**src/rtl/pulse_receiver_symbol_decoder.sv**
```systemverilog
// Pulse-train receiver: measures each level segment, classifies it into a
// 2-bit {level, long} symbol, packs 16 symbols per word into a 2-entry buffer.
module pulse_receiver_symbol_decoder (
    input  logic        clk,
    input  logic        rst_n,
    input  logic        en,
    input  logic        sig_in,
    input  logic        invert,
    input  logic        idle_level,
    input  logic [3:0]  prescaler,
    input  logic [7:0]  threshold,
    input  logic [7:0]  timeout,
    input  logic        out_ready,
    output logic        out_valid,
    output logic [31:0] out_data,
    output logic [4:0]  out_len,
    output logic        out_last,
    output logic        frame_end,
    output logic        overflow,
    input  logic        overflow_clr
);

    typedef enum logic {IDLE, RUN} state_t;

    state_t      state, state_nxt;
    logic        s_q, s_prev;
    logic        sig_edge;
    logic [14:0] tick_cnt;
    logic [15:0] tick_span;
    logic        tick;
    logic [7:0]  dur;
    logic [31:0] pack, pack_ins;
    logic [3:0]  cnt;
    logic [1:0]  sym;
    logic        emit, timeout_hit, word_full, push;
    logic [37:0] push_word;
    logic [37:0] mem [2];
    logic        wr_ptr, rd_ptr;
    logic [1:0]  count;
    logic        pop, full, accept, drop;

    assign sig_edge  = (s_q != s_prev);
    assign tick_span = (16'd1 << prescaler) - 16'd1;
    assign tick      = (tick_cnt == tick_span[14:0]);
    assign sym       = {s_prev, (dur > threshold)};

    always_ff @(posedge clk or negedge rst_n) begin
        if (!rst_n) begin
            s_q    <= 1'b0;
            s_prev <= 1'b0;
        end else if (!en) begin
            s_q    <= 1'b0;
            s_prev <= 1'b0;
        end else begin
            s_q    <= sig_in ^ invert;
            s_prev <= s_q;
        end
    end

    always_ff @(posedge clk or negedge rst_n) begin
        if (!rst_n)
            state <= IDLE;
        else if (!en)
            state <= IDLE;
        else
            state <= state_nxt;
    end

    // An edge always beats a timeout landing in the same cycle.
    always_comb begin
        state_nxt   = state;
        emit        = 1'b0;
        timeout_hit = 1'b0;
        case (state)
            IDLE: begin
                if (sig_edge && (s_q != idle_level))
                    state_nxt = RUN;
            end
            RUN: begin
                if (sig_edge) begin
                    emit = 1'b1;
                end else if ((s_q == idle_level) && (timeout != 8'd0) &&
                             (dur == timeout)) begin
                    timeout_hit = 1'b1;
                    state_nxt   = IDLE;
                end
            end
            default: state_nxt = IDLE;
        endcase
    end

    always_comb begin
        pack_ins                    = pack;
        pack_ins[{cnt, 1'b0} +: 2]  = sym;
    end

    assign word_full = emit && (cnt == 4'd15);
    assign push      = word_full || timeout_hit;
    assign push_word = word_full ? {1'b0, 5'd16, pack_ins}
                                 : {1'b1, 1'b0, cnt, pack};

    // The tick in an edge cycle is discarded along with the duration.
    always_ff @(posedge clk or negedge rst_n) begin
        if (!rst_n) begin
            tick_cnt <= '0;
            dur      <= '0;
        end else if (!en || (state == IDLE) || sig_edge) begin
            tick_cnt <= '0;
            dur      <= '0;
        end else if (tick) begin
            tick_cnt <= '0;
            if (dur != 8'hff)
                dur <= dur + 8'd1;
        end else begin
            tick_cnt <= tick_cnt + 15'd1;
        end
    end

    always_ff @(posedge clk or negedge rst_n) begin
        if (!rst_n) begin
            pack      <= '0;
            cnt       <= '0;
            frame_end <= 1'b0;
        end else if (!en) begin
            pack      <= '0;
            cnt       <= '0;
            frame_end <= 1'b0;
        end else begin
            frame_end <= timeout_hit;
            if (push) begin
                pack <= '0;
                cnt  <= '0;
            end else if (emit) begin
                pack <= pack_ins;
                cnt  <= cnt + 4'd1;
            end
        end
    end

    assign pop    = out_valid && out_ready;
    assign full   = (count == 2'd2);
    assign accept = push && (!full || pop);
    assign drop   = push && full && !pop;

    always_ff @(posedge clk or negedge rst_n) begin
        if (!rst_n) begin
            mem[0]   <= '0;
            mem[1]   <= '0;
            wr_ptr   <= 1'b0;
            rd_ptr   <= 1'b0;
            count    <= '0;
            overflow <= 1'b0;
        end else if (!en) begin
            mem[0]   <= '0;
            mem[1]   <= '0;
            wr_ptr   <= 1'b0;
            rd_ptr   <= 1'b0;
            count    <= '0;
            overflow <= 1'b0;
        end else begin
            if (accept) begin
                mem[wr_ptr] <= push_word;
                wr_ptr      <= ~wr_ptr;
            end
            if (pop)
                rd_ptr <= ~rd_ptr;
            case ({accept, pop})
                2'b10:   count <= count + 2'd1;
                2'b01:   count <= count - 2'd1;
                default: count <= count;
            endcase
            if (drop)
                overflow <= 1'b1;
            else if (overflow_clr)
                overflow <= 1'b0;
        end
    end

    assign out_valid = (count != 2'd0);
    assign {out_last, out_len, out_data} = mem[rd_ptr];

endmodule
```
**config.mk**
```make
export PLATFORM = sky130hd
export DESIGN_NAME = pulse_receiver_symbol_decoder
export DESIGN_NICKNAME = d
export VERILOG_FILES = /design/src/rtl/pulse_receiver_symbol_decoder.sv
export SDC_FILE = /design/constraint.sdc
export NUM_CORES = 1
export LEC_CHECK = 0
export BUFFER_PORTS_ARGS = -buffer_cell sky130_fd_sc_hd__buf_2
export CORE_MARGIN = 5
export CORE_UTILIZATION = 57
export CTS_BUF_LIST = sky130_fd_sc_hd__clkbuf_2 sky130_fd_sc_hd__clkbuf_4 sky130_fd_sc_hd__clkbuf_8
export CTS_CLUSTER_SIZE = 8
export DETAILED_ROUTE_END_ITERATION = 8
export GPL_TIMING_DRIVEN = 0
export PLACE_DENSITY = 0.9
export SYNTH_ARGS = -nofsm -noshare
export SYNTH_HDL_FRONTEND = slang
export SYNTH_SLANG_ARGS = --single-unit
```
**constraint.sdc**
```tcl
create_clock -name clk -period 2.9 [get_ports clk]
set_clock_uncertainty 0.15 [all_clocks]
set_input_delay 0.145 -clock clk [delete_from_list [all_inputs] [get_ports clk]]
set_output_delay 0.145 -clock clk [all_outputs]
set_load 0.02 [all_outputs]
```
==> impl_metrics.tcl, run 1 <==
set metrics [dict create \
    ys_top_cells_by_area "sky130_fd_sc_hd__dfrtp_1, sky130_fd_sc_hd__mux2i_1, sky130_fd_sc_hd__mux2_2" \
    globalRouteMet2Util 0.414 \
    post_synth_fa_ha_maj_area_fraction 0.0236 \
    multiplexer_share_of_the_synthesized_area 0.132 \
    num-fill-cells 1103 \
    wire_per_inst_microns 18.7 \
    final_layout_size_suffix_gt1_frac 0.204 \
    synth-seq-area-share 0.425 \
    finalSetupViolations 0 \
    hold_path_class "in2async" \
    number_of_storage_elements_in_the_synthesis_netlist 144 \
    synth-edff-count 0 \
    critical_path.endpoint_type "register" \
    async_sr_flop_fraction 1.00 \
    synth.largest_area_cell "sky130_fd_sc_hd__dfrtp_1" \
    reg2reg_depth 7 \
    grt_use_met1 0.343 \
    cts-root-buf "sky130_fd_sc_hd__clkbuf_8" \
    final-hold-violation-count 0 \
    die_area_sq_mm 0.0174 \
    internal-power_mw 2.83 \
    drt_first_iter_violations 755 \
    number_of_h_tree_levels 4 \
    routabilityCongestion 0.960 \
    yosys.area.top_type_share 0.425 \
    netlist-cell-type-count 73 \
    critPathMaxFanout 10 \
    worstReg2RegEnd "mem[66]" \
    post-dp-hpwl_microns 15800 \
    fmaxAchievable_mhz 355 \
    final_min_period_over_clock_period 0.972 \
    status "finished clean" \
    pre_cts_ws_ns -0.495 \
    dieWidth_microns 132 \
    setup-tns-final_ns 0 \
    comb_power_share 0.075 \
    final_period_minus_worst_setup_slack_ns 2.82 \
    totalWireLength_microns 22600 \
    power.share.switching 0.266 \
    maximum_vdd_drop_mv 0.256 \
    synth_warnings 0 \
    worst_setup_hold_path_clk_slew_ns 0.09 \
    finalCoreUtilization 0.671 \
    timing_worst_slew_pin_value_ns 0.814 \
    drv_slew 0 \
    synth_top_family_by_area "simple AND/OR/NAND/NOR gates" \
    xor_xnor_portion_of_the_synthesized_cell_area 0.0331 \
    hold_slack_ns 0.0232 \
    power_frac_clock 0.403 \
    finalNonFillerCells 1211 \
    startpoint_types "register" \
    initial_core_util 0.583 \
    rows 44 \
    post_synth.cell_area_avg_sq_um 9.33 \
    core_area_sq_mm 0.0145 \
    ant_nets 0 \
    critPathRequiredTime_ns 3.08 \
    power_density_mw_per_mm2 396 \
    grt_start_max_net_pins 95 \
    tritoncts_clock_tree "yes" \
    synthesis.nets 952 \
    synthesis.area_sq_mm 0.00847 \
    power_switching_mw 1.03 \
    critical_path_arrival_ns 3.00 \
    leakagePower_nw 4.42 \
    cap_viol_max_count 0 \
    antenna_found_initial 0 \
    overall_global_routing_usage 0.257 \
    synthCells 908 \
    power.share.sequential 0.522 \
    grt.met3_usage 0.0469 \
    chipHeight_microns 132 \
    globalRouteOverflowTotal 0 \
    synth_compound_gate_area_share 0.125 \
    clock_tree.buffer_depth 2 \
    avgViaCountPerCell 6.23 \
    clock-sinks 144 \
    critical_path_class "reg2reg" \
    grt_pass1_vias 7332 \
    grt-busiest-layer "met2" \
    worst_slew_margin 0.457 \
    cts_inserted_buffers 17 \
    worstSkewPairLatency_ns 0.48 \
    area_delta_synth_final_pct 15.1 \
    grt_first_pass_wirelength_microns 37100 \
    port-buffer-count 67 \
    post_synth_and_or_nand_nor_area_fraction 0.215 \
    nets 1058 \
    reg2reg_setup_slack_ns 0.08 \
    yosys_most_used_dff "sky130_fd_sc_hd__dfrtp_1" \
    dp_cells 1160 \
    crit-reg2reg-launch "dur[1]" \
    drt_pass1_iterations 6 \
    remaining_drc_errors 0 \
    io_pins 69 \
    total_number_of_vias 7541 \
    layout_setup_ws_ns 0.0825 \
    diodes 0 \
]
## how the worst max path moves through the flow
stage,start,to,slack [ns],depth (start not counted)
global route,dur[7],mem[66],-0.009,7
detailed placement,cnt[0],pack[12],-0.50,8
global placement,cnt[0],pack[12],-0.56,8
floorplan,prescaler[0],dur[4],0.01,10
CTS,cnt[0],mem[63],0.008,9
finish,dur[1],mem[66],0.08,7
## worst max-delay path, stage by stage, from the launching register on
cell and delay, ns:
sky130_fd_sc_hd__dfrtp_1 0.48, sky130_fd_sc_hd__ha_1 0.30, sky130_fd_sc_hd__and3_1 0.22, sky130_fd_sc_hd__a221o_1 0.41, sky130_fd_sc_hd__a21oi_4 0.36, sky130_fd_sc_hd__nor2_1 0.22, sky130_fd_sc_hd__a31oi_1 0.38, sky130_fd_sc_hd__a311oi_1 0.15
## timing repair
action / in CTS / in global routing
setup buffers: 1 / 12
endpoints found under the hold margin: 152 / 0
hold buffers: 8 / 0
gates resized for setup: 9 / 24
endpoints found under the setup margin: 55 / 109
pin swaps: 1 / 5
## logic make-up (layout without fill, tap and decap cells)
group                      after synthesis  count (layout)
buffers and inverters                   86             205
adders and majority gates               16              16
xor gates and xnor gates                32              32
DFF                                    144             144
muxes                                  106             106
and+or+nand+nor                        365             365
AOI/OAI and AO/OA                      159             159
## final cells by class
class	count	area, sq um	share of cell area
Clock buffer	19	255	0.0262
Clock inverter	13	126	0.0130
Tap cell	184	230	0.0236
Sequential cell	144	3600	0.370
Inverter	22	86.3	0.00886
Multi-Input combinational cell	678	4570	0.469
Timing Repair Buffer	89	547	0.0561
Buffer	62	330	0.0339
## layout by cell type (no fill, tap or decap), drive strengths merged, types with 35 or more instances in the layout
master	count
buf	106
mux2i	62
mux2	44
nand2	121
a21oi	39
dfrtp	144
o21ai	39
clkbuf	56
nor2	75
nor3	35
## state kept, by name, summed over array words and instances, names as in the netlist
| register | flops |
|---|---|
| wr_ptr | 1 |
| s_q | 1 |
| state | 1 |
| count | 2 |
| overflow | 1 |
| cnt | 4 |
| frame_end | 1 |
| rd_ptr | 1 |
| tick_cnt | 15 |
| s_prev | 1 |
| dur | 8 |
| pack | 32 |
| mem | 76 |
## cells in the mapped netlist, types with 5 or more instances
library cell and instances:
sky130_fd_sc_hd__or4_1 6, sky130_fd_sc_hd__nor3_1 35, sky130_fd_sc_hd__and3_1 16, sky130_fd_sc_hd__mux2i_1 62, sky130_fd_sc_hd__nand3_1 27, sky130_fd_sc_hd__buf_1 9, sky130_fd_sc_hd__buf_2 7, sky130_fd_sc_hd__xor2_1 16
sky130_fd_sc_hd__mux2_2 44, sky130_fd_sc_hd__nor2b_1 11, sky130_fd_sc_hd__and2_1 8, sky130_fd_sc_hd__ha_1 16, sky130_fd_sc_hd__a211oi_1 6, sky130_fd_sc_hd__a32oi_1 8, sky130_fd_sc_hd__xnor2_1 16, sky130_fd_sc_hd__a22oi_1 24
sky130_fd_sc_hd__nor4_1 7, sky130_fd_sc_hd__o21ai_0 35, sky130_fd_sc_hd__clkbuf_1 39, sky130_fd_sc_hd__nand2b_1 8, sky130_fd_sc_hd__dfrtp_1 144, sky130_fd_sc_hd__nand2_1 121, sky130_fd_sc_hd__nor2_1 75, sky130_fd_sc_hd__a31oi_1 5
sky130_fd_sc_hd__or3_1 8, sky130_fd_sc_hd__nand4_1 11, sky130_fd_sc_hd__inv_1 22, sky130_fd_sc_hd__a21oi_1 39
## through the flow
stage	total power, mW	area [sq um]
after floorplan	2.20	8470
after global placement	2.31	9040
after detailed placement	2.32	9070
after CTS	3.86	9590
after global routing	3.99	9750
final	3.86	9750
## power groups by stage
| stage | clock network, mW | logic [mW] | registers (mW) |
|---|---|---|---|
| after global routing | 1.65 | 0.321 | 2.01 |
| after CTS | 1.56 | 0.279 | 2.01 |
| after global placement | 0 | 0.255 | 2.05 |
| final | 1.56 | 0.291 | 2.01 |
| after floorplan | 0 | 0.150 | 2.05 |
| after detailed placement | 0 | 0.267 | 2.05 |
## per-layer routing
metal / part of all wire / vias to the layer above
met3: 0.076 / 79
met2: 0.48 / 347
li1: - / 3454
met1: 0.41 / 3661
met4: 0.033 / 0
met5: 0 / -
Power figures use the tool's default switching activity.
==> inputs of run 2 (changes only) <==
==> constraint.sdc (replaced) <==
create_clock -name clk -period 2.9 [get_ports clk]
set_clock_uncertainty 0.15 [all_clocks]
set_input_delay 0 -clock clk [delete_from_list [all_inputs] [get_ports clk]]
set_output_delay 0 -clock clk [all_outputs]
set_load 0.02 [all_outputs]
==> run 2 against run 1 <==
Largest power group unchanged. Total power rose by 1.7%. Sequential share of layout area fell by 0.091 points. Maximum frequency fell by 1.3%. Combinational power about the same. Largest cell class unchanged. Sequential cell count unchanged. Design area rose by 0.28%.
==> impl_metrics.tcl, run 2 (synthesis gave the netlist of run 1 again) <==
set metrics [dict create \
    crit-reg2reg-launch "dur[7]" \
    finalCoreUtilization 0.672 \
    largest_register_by_flop_count "mem" \
    remaining_drc_errors 0 \
    critical_path_class "reg2reg" \
    chipHeight_microns 132 \
    postLayoutCellArea_sq_mm 0.00977 \
    maximum_vdd_drop_mv 0.254 \
    rows 44 \
    port-buffer-count 67 \
    routabilityCongestion 1.01 \
    reg2reg_depth 7 \
    tritoncts_clock_tree "yes" \
    reg2reg_setup_slack_ns 0.05 \
    final_min_period_over_clock_period 0.984 \
    final_layout_size_suffix_gt1_frac 0.198 \
    finalSetupViolations 0 \
    number_of_h_tree_levels 4 \
    core_area_sq_mm 0.0145 \
    wire_per_inst_microns 18.4 \
    avgViaCountPerCell 6.18 \
    hold_path_class "in2reg" \
    die_area_sq_mm 0.0174 \
    timing.hold.worst_endpoint "s_q" \
    antenna_found_initial 0 \
    totalWireLength_microns 22300 \
    leakagePower_nw 4.42 \
    drt_pass1_iterations 6 \
    final_common_cell "sky130_fd_sc_hd__dfrtp_1" \
    cts_inserted_buffers 17 \
    final-hold-violation-count 0 \
    nets 1057 \
    dieWidth_microns 132 \
    area_delta_synth_final_pct 15.4 \
    worstSkewPairLatency_ns 0.47 \
    critPathLaunch "dur[7]" \
    clock_tree.buffer_depth 2 \
    drt_first_iter_violations 628 \
    layout_common_cells "sky130_fd_sc_hd__dfrtp_1, sky130_fd_sc_hd__nand2_1, sky130_fd_sc_hd__nor2_1, sky130_fd_sc_hd__buf_2, sky130_fd_sc_hd__mux2i_1" \
    drv_slew 0 \
    status "finished clean" \
    diodes 0 \
    grt_first_pass_wirelength_microns 36700 \
    hold_path.startpoint "invert" \
    power_total_mw 3.93 \
    power_density_mw_per_mm2 402 \
    grt_start_max_net_pins 77 \
    critPathRequiredTime_ns 3.13 \
    critical_path.endpoint_type "register" \
    reg.largest.list "mem x76, pack x32, tick_cnt x15" \
    cts-root-buf "sky130_fd_sc_hd__clkbuf_8" \
    worst_setup_hold_path_clk_slew_ns 0.08 \
    worst_slew_margin 0.499 \
    cap_viol_max_count 0 \
    initial_core_util 0.583 \
    overall_global_routing_usage 0.255 \
    post-dp-hpwl_microns 15500 \
    dpl_cell_area_sq_mm 0.00907 \
    clock-sinks 144 \
    number_of_instances_on_the_worst_hold_path 4 \
    largest_reg_flops 76 \
    worstReg2RegEnd "mem[16]" \
    grt_pass1_vias 7138 \
    io_pins 69 \
    critPathMaxFanout 10 \
    fmaxAchievable_mhz 350 \
    critical_path_arrival_ns 3.08 \
    ant_nets 0 \
    final_period_minus_worst_setup_slack_ns 2.85 \
    timing_worst_slew_pin_value_ns 0.751 \
    globalRouteOverflowTotal 0 \
    total_number_of_vias 7467 \
    startpoint_types "register" \
]
run 2: changes by cell type in the layout (fill, tap and decap cells not counted), sizes merged:
cell         change
buf              -4
inv              -3
clkbuf           +2
clkinv           -2
clkinvlp         +2
dlygate4sd3      +2
bufinv           +1
run 2: layer usage:
metal,part of all wire,routed length [microns],global-route usage,vias up
met5,0,0,0,-
met3,0.080,1790,0.0668,47
met2,0.48,10800,0.405,324
met4,0.022,494,0.0794,0
met1,0.41,9200,0.345,3640
li1,-,-,-,3456
run 2: critical path, stage by stage (launching register included):
cell and delay [ns]:
sky130_fd_sc_hd__dfrtp_1 0.48, sky130_fd_sc_hd__xor2_1 0.18, sky130_fd_sc_hd__nor4_1 0.50, sky130_fd_sc_hd__and4b_1 0.32, sky130_fd_sc_hd__a21oi_2 0.14, sky130_fd_sc_hd__nor2_1 0.32
sky130_fd_sc_hd__buf_2 0.40, sky130_fd_sc_hd__mux2i_1 0.29
run 2: how the worst max path moves through the flow:
stage / to / slack, ns
2_1_floorplan: mem[63] / 0.02
3_3_place_gp: pack[12] / -0.55
3_5_place_dp: pack[18] / -0.59
4_1_cts: mem[63] / 0.03
5_1_grt: mem[61] / -0.01
6_report: mem[16] / 0.05
run 2: timing repair:
action                     in CTS  in global routing
hold buffers                   11                  0
hold endpoints to repair      156                  0
buffers inserted                1                  9
setup endpoints to repair      55                 80
gates resized for setup        11                 18
pin swaps                       1                  4
run 2: where the power goes:
part	total [mW]	switching (mW)	internal, mW	leakage [nW]
Clock	1.62	0.797	0.822	0.196
Sequential	2.01	0.00307	2.01	2.01
Combinational	0.294	0.193	0.101	2.21
run 2: area by class of cell:
| class | instances | area [sq um] |
|---|---|---|
| Timing Repair Buffer | 89 | 572 |
| Tap cell | 184 | 230 |
| Buffer | 61 | 322 |
| Inverter | 22 | 86.3 |
| Multi-Input combinational cell | 678 | 4560 |
| Clock inverter | 11 | 131 |
| Fill cell | 1095 | 4760 |
| Clock buffer | 20 | 269 |
| Sequential cell | 144 | 3600 |
run 2: per-stage QoR:
stage	setup TNS [ns]	setup slack (ns)	instances	hold WS, ns
floorplan	0	0.0229	908	-0.446
global placement	-48.55	-0.550	1159	0.111
detailed placement	-16.69	-0.589	1160	-0.115
CTS	0	0.0280	1202	0.181
global route	-0.0165	-0.00977	1209	0.201
finish	0	0.0468	1209	0.187
==> inputs of run 3 (changes only) <==
Settings changed: CORE_UTILIZATION 57 to 55, CTS_BUF_LIST sky130_fd_sc_hd__clkbuf_2 sky130_fd_sc_hd__clkbuf_4 sky130_fd_sc_hd__clkbuf_8 to sky130_fd_sc_hd__clkbuf_16, PLACE_DENSITY 0.9 to 0.87.
==> run 3 against run 2 <==
Combinational power decreased by 1%. Final cell count increased by 0.50%. Design area increased by 2.1%. Utilization decreased by 1.4 points. Global-route usage decreased by 0.39 points. Highest routed layer unchanged. Largest cell class unchanged.
==> impl_metrics.tcl, run 3 (synthesis gave the netlist of run 1 again) <==
set metrics [dict create \
    status "finished clean" \
    globalRouteOverflowTotal 0 \
    pre_cts_ws_ns -0.671 \
    critPathMaxFanout 10 \
    drv_slew 0 \
    number_of_h_tree_levels 4 \
    remaining_drc_errors 0 \
    critical_path_class "reg2reg" \
    clock_tree.buffer_depth 2 \
    cts_inserted_buffers 17 \
    worst_setup_hold_path_clk_slew_ns 0.06 \
    power_switching_mw 1.06 \
    totalWireLength_microns 22300 \
    finalSetupViolations 0 \
    reg.largest.list "mem x76, pack x32, tick_cnt x15" \
    leakagePower_nw 4.50 \
    port-buffer-count 67 \
    maximum_vdd_drop_mv 0.482 \
    largest_register_by_flop_count "mem" \
    rows 45 \
    chipHeight_microns 134 \
    critPathRequiredTime_ns 3.05 \
    critical_path.endpoint_type "register" \
    critical-path-top-cell-by-count "sky130_fd_sc_hd__buf_4" \
    power_density_mw_per_mm2 444 \
    drt_pass1_iterations 9 \
    layout_common_cells "sky130_fd_sc_hd__dfrtp_1, sky130_fd_sc_hd__nand2_1, sky130_fd_sc_hd__nor2_1, sky130_fd_sc_hd__buf_2, sky130_fd_sc_hd__mux2i_1" \
    ant_nets 0 \
    critical_path.max_stage_delay_ns 0.48 \
    worst_slew_margin 0.475 \
    avgViaCountPerCell 6.13 \
    cts-root-buf "sky130_fd_sc_hd__clkbuf_16" \
    cap_viol_max_count 0 \
    area_delta_synth_final_pct 17.8 \
    fmaxAchievable_mhz 352 \
    tritoncts_clock_tree "yes" \
    final_common_cell "sky130_fd_sc_hd__dfrtp_1" \
    dieWidth_microns 134 \
    hold_slack_ns 0.220 \
    cp_cell_sequence "buf_8 -> clkinvlp_4 -> ha_2 -> or3b_2 -> a2111oi_4 -> buf_4 -> buf_4 -> o21ai_0 -> a32oi_1 -> nor2_1" \
    io_pins 69 \
    post-dp-hpwl_microns 15500 \
    startpoint_types "register" \
    grt_pass1_vias 7257 \
    worstSkewPairLatency_ns 0.43 \
    cpMaxStageDelayCell "sky130_fd_sc_hd__or3b_2" \
    comb_power_share 0.065 \
    diodes 0 \
    power.share.switching 0.239 \
    num-fill-cells 1112 \
    final-hold-violation-count 0 \
    largest_reg_flops 76 \
    critical_path_arrival_ns 2.99 \
    wire_per_inst_microns 18.3 \
    final_period_minus_worst_setup_slack_ns 2.84 \
    final_min_period_over_clock_period 0.980 \
    internal-power_mw 3.37 \
    initial_core_util 0.559 \
    power_frac_clock 0.479 \
    clock-sinks 144 \
    antenna_found_initial 0 \
    drt_first_iter_violations 643 \
    nets 1059 \
    grt_first_pass_wirelength_microns 36500 \
    hold_path_class "in2reg" \
    power.share.sequential 0.455 \
    overall_global_routing_usage 0.251 \
    layout_setup_ws_ns 0.0579 \
    final_layout_size_suffix_gt1_frac 0.200 \
    routabilityCongestion 0.944 \
    multiInputGateArea_sq_mm 0.00458 \
    grt_start_max_net_pins 82 \
    layout.area.seq_sq_mm 0.00360 \
    die_area_sq_mm 0.0180 \
    core_area_sq_mm 0.0151 \
    total_number_of_vias 7444 \
    timing_worst_slew_pin_value_ns 0.787 \
]
==> run 3: cell count changes in the layout (fill, tap and decap cells not counted), moves of 2 or more <==
cell	before	now
sky130_fd_sc_hd__clkbuf_16	0	17
sky130_fd_sc_hd__nor3_2	0	2
sky130_fd_sc_hd__buf_2	72	70
sky130_fd_sc_hd__clkbuf_8	20	0
sky130_fd_sc_hd__buf_4	13	15
sky130_fd_sc_hd__nor3_1	35	33
sky130_fd_sc_hd__clkinv_1	0	3
==> run 3: routing by layer <==
metal  global-route usage  part of all wire  up-vias
li1                     -                 -     3470
met1                0.335              0.42     3597
met2                0.407              0.48      322
met3               0.0491             0.070       55
met4               0.0979             0.025        0
met5                    0                 0        -
==> run 3: area by class of cell <==
| type | instances | share of cell area |
|---|---|---|
| Timing Repair Buffer | 91 | 0.0571 |
| Clock buffer | 17 | 0.0426 |
| Buffer | 61 | 0.0330 |
| Sequential cell | 144 | 0.361 |
| Tap cell | 188 | 0.0236 |
| Multi-Input combinational cell | 678 | 0.459 |
| Inverter | 22 | 0.00866 |
| Clock inverter | 14 | 0.0143 |
==> run 3: timing repair <==
item,CTS,global route
resized for setup,10,29
pin swaps,1,3
setup buffers,1,11
endpoints found under the setup margin,64,118
hold buffers,11,0
cloned,0,0
endpoints found under the hold margin,154,0
==> run 3: worst paths after layout <==
check / endpoint / start / slack [ns] / cells past startpoint
max: pack[24] / cnt[0] / 0.06 / 10
min reg2reg: pack[19] / pack[19] / 0.38 / 2
min: s_q / invert / 0.22 / 4
min in group asynchronous: mem[34] / rst_n / 0.48 / 3
max reg2reg: pack[24] / cnt[0] / 0.06 / 10
max in group asynchronous: mem[72] / rst_n / 0.86 / 4
==> run 3: power by group through the flow <==
stage,sequential (mW),clock (mW),combinational (mW)
floorplan,2.05,0,0.150
global placement,2.05,0,0.254
detailed placement,2.05,0,0.265
CTS,2.02,2.14,0.280
global route,2.02,2.24,0.321
finish,2.02,2.12,0.290
==> run 3: metrics by stage <==
stage	area [sq um]	std cells	total power, mW	util	TNS [ns]
after floorplan	8470	908	2.20	-	0
after global placement	9040	1163	2.31	0.597	-48.49
after detailed placement	9070	1164	2.32	0.599	-18.40
after CTS	9820	1207	4.44	0.648	-0.725
after global routing	9970	1215	4.57	0.659	-0.122
final	9970	1215	4.43	0.659	0
==> run 3: critical path: cells and delay by family, from the launching register on <==
family	cells	cell delay [ns]
compound gates	3	0.78
flops	1	0.42
fa+ha+maj	1	0.24
buf+inv	4	0.59
simple gates	2	0.54
